**config.mk**
```make
export PLATFORM = sky130hd
export DESIGN_NAME = mips_muldiv_ctrl
export DESIGN_NICKNAME = d
export VERILOG_FILES = /design/src/rtl/mips_muldiv_pkg.sv /design/src/rtl/mips_hilo_regs.sv /design/src/rtl/mips_muldiv_ctrl.sv
export SDC_FILE = /design/constraint.sdc
export NUM_CORES = 1
export LEC_CHECK = 0
export BUFFER_PORTS_ARGS = -buffer_cell sky130_fd_sc_hd__buf_2
export CAP_MARGIN = 10
export CORE_MARGIN = 1
export CORE_UTILIZATION = 30
export DETAILED_ROUTE_END_ITERATION = 10
export GPL_TIMING_DRIVEN = 0
export SLEW_MARGIN = 5
export SYNTH_ARGS = -nofsm -noshare
export SYNTH_HDL_FRONTEND = slang
export SYNTH_HIERARCHICAL = 1
export SYNTH_SLANG_ARGS = --single-unit
```
**constraint.sdc**
```tcl
create_clock -name clk -period 4.02 [get_ports clk]
set_clock_uncertainty 0.2 [all_clocks]
set_input_delay 0.603 -clock clk [delete_from_list [all_inputs] [get_ports clk]]
set_output_delay 0.603 -clock clk [all_outputs]
set_load 0.005 [all_outputs]
```
**src/rtl/mips_muldiv_pkg.sv**
```systemverilog
// Shared definitions for the multiply/divide sequencing controller:
// operation codes, FSM state encoding and the default multiplier latency.
package mips_muldiv_pkg;

    localparam logic [2:0] MD_NOP   = 3'd0;
    localparam logic [2:0] MD_MULT  = 3'd1;
    localparam logic [2:0] MD_MULTU = 3'd2;
    localparam logic [2:0] MD_DIV   = 3'd3;
    localparam logic [2:0] MD_DIVU  = 3'd4;
    localparam logic [2:0] MD_MTHI  = 3'd5;
    localparam logic [2:0] MD_MTLO  = 3'd6;

    localparam int MUL_LAT_DEFAULT = 2;

    typedef enum logic [1:0] {
        ST_IDLE = 2'd0,
        ST_MUL  = 2'd1,
        ST_DIV  = 2'd2
    } md_state_e;

    // True for the two multiply operation codes.
    function automatic logic md_is_mul(input logic [2:0] op);
        return (op == MD_MULT) || (op == MD_MULTU);
    endfunction

    // True for the two divide operation codes.
    function automatic logic md_is_div(input logic [2:0] op);
        return (op == MD_DIV) || (op == MD_DIVU);
    endfunction

endpackage

```
**src/rtl/mips_hilo_regs.sv**
```systemverilog
// Architectural HI/LO registers. Each half has its own write enable; the
// complete flag is registered on the same edge as the data so that the new
// HI/LO values and the complete pulse become visible in the same cycle.
module mips_hilo_regs (
    input  logic        clk,
    input  logic        rst,
    input  logic        hi_we_i,
    input  logic [31:0] hi_wd_i,
    input  logic        lo_we_i,
    input  logic [31:0] lo_wd_i,
    input  logic        cmp_set_i,
    output logic [31:0] hi_o,
    output logic [31:0] lo_o,
    output logic        complete_o
);

    logic [31:0] hi_q;
    logic [31:0] lo_q;
    logic        complete_q;

    // HI/LO storage and the one-cycle complete pulse.
    always_ff @(posedge clk or posedge rst) begin
        if (rst) begin
            hi_q       <= '0;
            lo_q       <= '0;
            complete_q <= 1'b0;
        end else begin
            if (hi_we_i) hi_q <= hi_wd_i;
            if (lo_we_i) lo_q <= lo_wd_i;
            complete_q <= cmp_set_i;
        end
    end

    assign hi_o       = hi_q;
    assign lo_o       = lo_q;
    assign complete_o = complete_q;

endmodule

```
**src/rtl/mips_muldiv_ctrl.sv**
```systemverilog
// Execute-stage multiply/divide sequencer. Accepts one HI/LO-class operation
// at a time, latches operands, launches the fixed-latency multiplier or the
// handshaked iterative divider, and commits results into HI/LO. A flush
// cancels whatever is in flight (or presented) without touching HI/LO.
module mips_muldiv_ctrl
    import mips_muldiv_pkg::*;
#(
    parameter int MUL_LAT = MUL_LAT_DEFAULT
) (
    input  logic        clk,
    input  logic        rst,
    input  logic        req_valid,
    input  logic [2:0]  req_op,
    input  logic [31:0] req_x,
    input  logic [31:0] req_y,
    output logic        req_ready,
    input  logic        flush,
    output logic [31:0] op_x,
    output logic [31:0] op_y,
    output logic        mul_start,
    output logic        mul_signed,
    input  logic [63:0] mul_result,
    output logic        div_start,
    output logic        div_signed,
    output logic        div_cancel,
    input  logic        div_done,
    input  logic [31:0] div_s,
    input  logic [31:0] div_r,
    output logic        busy,
    output logic        complete,
    output logic [31:0] hi,
    output logic [31:0] lo
);

    md_state_e   state_q, state_d;
    logic [3:0]  cnt_q, cnt_d;
    logic [31:0] opx_q, opx_d;
    logic [31:0] opy_q, opy_d;
    logic        mul_signed_q, mul_signed_d;
    logic        div_signed_q, div_signed_d;
    logic        mul_start_q, mul_start_d;
    logic        div_start_q, div_start_d;
    logic        div_cancel_q, div_cancel_d;

    logic        accept;
    logic        div_by_zero;
    logic        hi_we, lo_we, cmp_set;
    logic [31:0] hi_wd, lo_wd;

    assign req_ready   = (state_q == ST_IDLE) && !flush;
    assign accept      = req_valid && req_ready;
    assign div_by_zero = (req_y == 32'd0);

    // FSM state register.
    always_ff @(posedge clk or posedge rst) begin
        if (rst) state_q <= ST_IDLE;
        else     state_q <= state_d;
    end

    // FSM next-state logic; flush always wins over completion.
    always_comb begin
        state_d = state_q;
        case (state_q)
            ST_IDLE: begin
                if (accept) begin
                    if (md_is_mul(req_op))                       state_d = ST_MUL;
                    else if (md_is_div(req_op) && !div_by_zero)  state_d = ST_DIV;
                end
            end
            ST_MUL: begin
                if (flush || (cnt_q == 4'd0)) state_d = ST_IDLE;
            end
            ST_DIV: begin
                if (flush || div_done) state_d = ST_IDLE;
            end
            default: state_d = ST_IDLE;
        endcase
    end

    // FSM outputs: unit start/cancel requests, HI/LO writes and completion.
    always_comb begin
        mul_start_d  = 1'b0;
        div_start_d  = 1'b0;
        div_cancel_d = 1'b0;
        hi_we        = 1'b0;
        lo_we        = 1'b0;
        hi_wd        = 32'd0;
        lo_wd        = 32'd0;
        cmp_set      = 1'b0;
        case (state_q)
            ST_IDLE: begin
                if (accept) begin
                    case (req_op)
                        MD_MULT, MD_MULTU: mul_start_d = 1'b1;
                        MD_DIV, MD_DIVU: begin
                            // Divide by zero leaves HI/LO untouched but still retires.
                            if (div_by_zero) cmp_set     = 1'b1;
                            else             div_start_d = 1'b1;
                        end
                        MD_MTHI: begin
                            hi_we   = 1'b1;
                            hi_wd   = req_x;
                            cmp_set = 1'b1;
                        end
                        MD_MTLO: begin
                            lo_we   = 1'b1;
                            lo_wd   = req_x;
                            cmp_set = 1'b1;
                        end
                        default: ;
                    endcase
                end
            end
            ST_MUL: begin
                if (!flush && (cnt_q == 4'd0)) begin
                    hi_we   = 1'b1;
                    hi_wd   = mul_result[63:32];
                    lo_we   = 1'b1;
                    lo_wd   = mul_result[31:0];
                    cmp_set = 1'b1;
                end
            end
            ST_DIV: begin
                if (flush) begin
                    div_cancel_d = 1'b1;
                end else if (div_done) begin
                    hi_we   = 1'b1;
                    hi_wd   = div_r;
                    lo_we   = 1'b1;
                    lo_wd   = div_s;
                    cmp_set = 1'b1;
                end
            end
            default: ;
        endcase
    end

    // Latency counter, operand latches and signedness flags.
    always_comb begin
        cnt_d        = cnt_q;
        opx_d        = opx_q;
        opy_d        = opy_q;
        mul_signed_d = mul_signed_q;
        div_signed_d = div_signed_q;
        if (accept && md_is_mul(req_op)) begin
            cnt_d        = 4'(MUL_LAT);
            opx_d        = req_x;
            opy_d        = req_y;
            mul_signed_d = (req_op == MD_MULT);
        end else if (accept && md_is_div(req_op)) begin
            opx_d        = req_x;
            opy_d        = req_y;
            div_signed_d = (req_op == MD_DIV);
        end else if ((state_q == ST_MUL) && (cnt_q != 4'd0)) begin
            cnt_d = cnt_q - 4'd1;
        end
    end

    // Registered datapath latches and one-cycle unit pulses.
    always_ff @(posedge clk or posedge rst) begin
        if (rst) begin
            cnt_q        <= 4'd0;
            opx_q        <= 32'd0;
            opy_q        <= 32'd0;
            mul_signed_q <= 1'b0;
            div_signed_q <= 1'b0;
            mul_start_q  <= 1'b0;
            div_start_q  <= 1'b0;
            div_cancel_q <= 1'b0;
        end else begin
            cnt_q        <= cnt_d;
            opx_q        <= opx_d;
            opy_q        <= opy_d;
            mul_signed_q <= mul_signed_d;
            div_signed_q <= div_signed_d;
            mul_start_q  <= mul_start_d;
            div_start_q  <= div_start_d;
            div_cancel_q <= div_cancel_d;
        end
    end

    mips_hilo_regs u_hilo (
        .clk        (clk),
        .rst        (rst),
        .hi_we_i    (hi_we),
        .hi_wd_i    (hi_wd),
        .lo_we_i    (lo_we),
        .lo_wd_i    (lo_wd),
        .cmp_set_i  (cmp_set),
        .hi_o       (hi),
        .lo_o       (lo),
        .complete_o (complete)
    );

    assign busy       = (state_q != ST_IDLE);
    assign op_x       = opx_q;
    assign op_y       = opy_q;
    assign mul_start  = mul_start_q;
    assign mul_signed = mul_signed_q;
    assign div_start  = div_start_q;
    assign div_signed = div_signed_q;
    assign div_cancel = div_cancel_q;

endmodule

```
==> flow_metrics.env <==
export IMPL_crit_fanout=10
export IMPL_syn_avg_cell_area_um2=13.49
export IMPL_period_minus_slack_ns=2.966
export IMPL_worst_setup_path_end_kind="flip-flop"
export IMPL_clockRootBuffer="clkbuf_16"
export IMPL_ctsHtreeMaxLevel=4
export IMPL_nNetsFinal=1063
export IMPL_gr_usage_all_layers=0.2080
export IMPL_cts_setup_buffers=0
export IMPL_overflow=0
export IMPL_cts_sinks=140
export IMPL_ant_nets=0
export IMPL_synth_nets=707
export IMPL_crit_top_cell="inv_1"
export IMPL_final_common_cell="buf_2"
export IMPL_r2r_slack_ns=1.05
export IMPL_path_clk_slew_ns=0.06
export IMPL_ys_seq_area_frac=0.5143
export IMPL_grt_max_degree=49
export IMPL_min_path_cells=2
export IMPL_grt_pass1_wl_mm=36.17
export IMPL_r2r_end="u_hilo/hi_o[24]"
export IMPL_synthCells=505
export IMPL_crit_chain="inv_1 -> ha_1 -> or3b_1 -> nor3b_2 -> clkbuf_1 -> a222oi_1 -> inv_1 -> mux2_4"
export IMPL_clk_path_buf_depth=2
export IMPL_antenna_found_initial=0
export IMPL_ys_async_sr_fraction=1.000
export IMPL_grt_pass1_vias=6047
export IMPL_timing_worst_setup_path_type="flip-flop to flip-flop"
export IMPL_postRouteWirelength_mm=23.99
export IMPL_ctsResizeCount=0
export IMPL_syn2layout_area_growth_pct=39.42
export IMPL_grt_use_met1=0.2495
export IMPL_cp_arrival_ns=3.12
export IMPL_yosys_most_used_dff="dfrtp_1"
export IMPL_met3_usage=0.05859
export IMPL_multi_input_area_um2=2735
export IMPL_seq_area_um2=3503
export IMPL_drive_gt1_frac=0.5355
export IMPL_via_per_inst=5.015
export IMPL_finalNonFillerCells=1154
export IMPL_finalSetupViolations=0
export IMPL_r2r_start="cnt_q[0]"
export IMPL_status="finished, violations left"
export IMPL_critPathMaxStageDelay_ns=0.72
export IMPL_ir_worst_vdd_mv=0.2533
export IMPL_coreArea_um2=22030
export IMPL_num_io_pins=336
export IMPL_fmax_mhz=337.2
export IMPL_globalplace_congestion=0.7909
export IMPL_holdWs_ns=0.2093
export IMPL_period_share=0.7378
export IMPL_worst_slew_pin_slew_ns=0.9977
export IMPL_clock_latency_ns=0.42
export IMPL_power_density_nw_per_um2=443.3
export IMPL_rows=54
export IMPL_cp_required_ns=4.17
export IMPL_yosysWarnings=6
export IMPL_grt_most_used_layer="met2"
export IMPL_rsz0062_at_grt="no"
export IMPL_final_cell_mix="buf_2 (342), dfrtp_1 (140), inv_1 (68)"
export IMPL_r2r_cells=8
export IMPL_die_w_um=152.7
export IMPL_vias=5787
export IMPL_ys_types=42
export IMPL_critical_path_slowest_cell="clkbuf_1"
export IMPL_p_leak_uw=0.005285
export IMPL_synth_enable_flop_cells=0
export IMPL_cp_startpoint="cnt_q[0]"
export IMPL_avgRoutedWirePerCell_um=20.79
export IMPL_dr_first_iter_drc_count=604
export IMPL_place_hpwl_mm=18.01
export IMPL_cts_tree="built"
export IMPL_endpoint="u_hilo/hi_o[24]"
export IMPL_syn_area_um2=6812
export IMPL_die_height_um=152.7
export IMPL_drc=38
export IMPL_n_fill_cell=2118
export IMPL_maxSlewHeadroom=0.3349
export IMPL_slew_viol_final=0
export IMPL_cap_viol_max_count=0
export IMPL_dp_cells=1121
export IMPL_violations="DRC"
export IMPL_io_buffers=334
export IMPL_drt_first_pass_iters=11
export IMPL_start_util=0.3092
export IMPL_setup_tns_final_ns=0
export IMPL_hp_class="input pin to flip-flop"
export IMPL_ys_ff_latch=140
export IMPL_die_area_um2=23310
export IMPL_use_met2=0.3585
export IMPL_hold_viol_final=0
export IMPL_tritoncts_num_buffers=17
export IMPL_cp_start_kind="flip-flop"
export IMPL_num_antenna_cells=0
## stage by stage
| stage | worst slack [ns] | util | area [um^2] | total power [uW] |
|---|---|---|---|---|
| after floorplan | 1.307 | - | 6812 | 2171 |
| after global placement | -0.002974 | 0.4010 | 8833 | 2615 |
| after detailed placement | 0.8917 | 0.4038 | 8894 | 2642 |
| after CTS | 1.053 | 0.4312 | 9497 | 4272 |
| after global routing | 0.9172 | 0.4312 | 9497 | 4431 |
| final | 1.054 | 0.4312 | 9497 | 4210 |
## how the worst min path moves through the flow
stage               startpoint         end
global placement      op_x[19]    op_x[19]
CTS                   div_done  state_q[1]
finish                div_done  state_q[1]
global route          div_done  state_q[1]
detailed placement    op_x[18]    op_x[18]
floorplan             cnt_q[0]    cnt_q[0]
## cell families (layout without fill, tap and decap cells)
logic type / after synthesis / in the layout / synth area share
flops: 140 / 140 / 0.5143
mux: 128 / 128 / 0.2447
buf+inv: 108 / 477 / 0.08413
compound gates: 77 / 77 / 0.1054
simple gates: 47 / 47 / 0.04390
xor+xnor: 3 / 3 / 0.003858
fa+ha+maj: 2 / 2 / 0.003673
## report_power, final
| group | switching (uW) | internal, uW | total (uW) |
|---|---|---|---|
| Clock | 643 | 957 | 1600 |
| Combinational | 384 | 454 | 838 |
| Sequential | 122 | 1650 | 1770 |
| Total | 1150 | 3060 | 4210 |
## cell type report
class	instances	share of cell area
Clock buffer	21	0.04848
Multi-Input combinational cell	257	0.2880
Timing Repair Buffer	337	0.1829
Tap cell	280	0.03689
Buffer	38	0.03267
Clock inverter	11	0.01397
Sequential cell	140	0.3689
Inverter	70	0.02820
## synth_stat cells (all sizes together) (3+ instances only)
master	number	area share
dfrtp	140	0.51
xor2	3	0.0039
nor4	8	0.0073
mux2	128	0.24
nor3b	3	0.0048
nor2	10	0.0055
a222oi	63	0.093
inv	70	0.039
o21ai	7	0.0051
nand2	7	0.0039
nand3	3	0.0022
buf	26	0.039
clkbuf	12	0.0066
## worst max-delay path: cells and delay by family (launching register included)
kind | cells | cell delay, ns
buf+inv | 3 | 0.92
flops | 1 | 0.41
compound gates | 1 | 0.28
fa+ha+maj | 1 | 0.15
simple gates | 2 | 0.80
mux | 1 | 0.15
## repair_timing
item / 4_1_cts / 5_1_grt
endpoints found under the hold margin: 20 / 0
setup endpoints to repair: 0 / 0
hold buffers: 1 / 0
## state kept, by name, summed over array words and instances, names as in the netlist
| register | count |
|---|---|
| op_y | 32 |
| div_start | 1 |
| cnt_q | 4 |
| u_hilo/complete_o | 1 |
| u_hilo/hi_o | 32 |
| mul_start | 1 |
| div_signed | 1 |
| div_cancel | 1 |
| state_q | 2 |
| u_hilo/lo_o | 32 |
| op_x | 32 |
| mul_signed | 1 |
## layer usage
layer | share of wire | wire, um
met5 | 0 | 0
met4 | 0.024 | 580
met3 | 0.073 | 1759
met2 | 0.49 | 11680
met1 | 0.42 | 9966
Power figures use the tool's default switching activity.
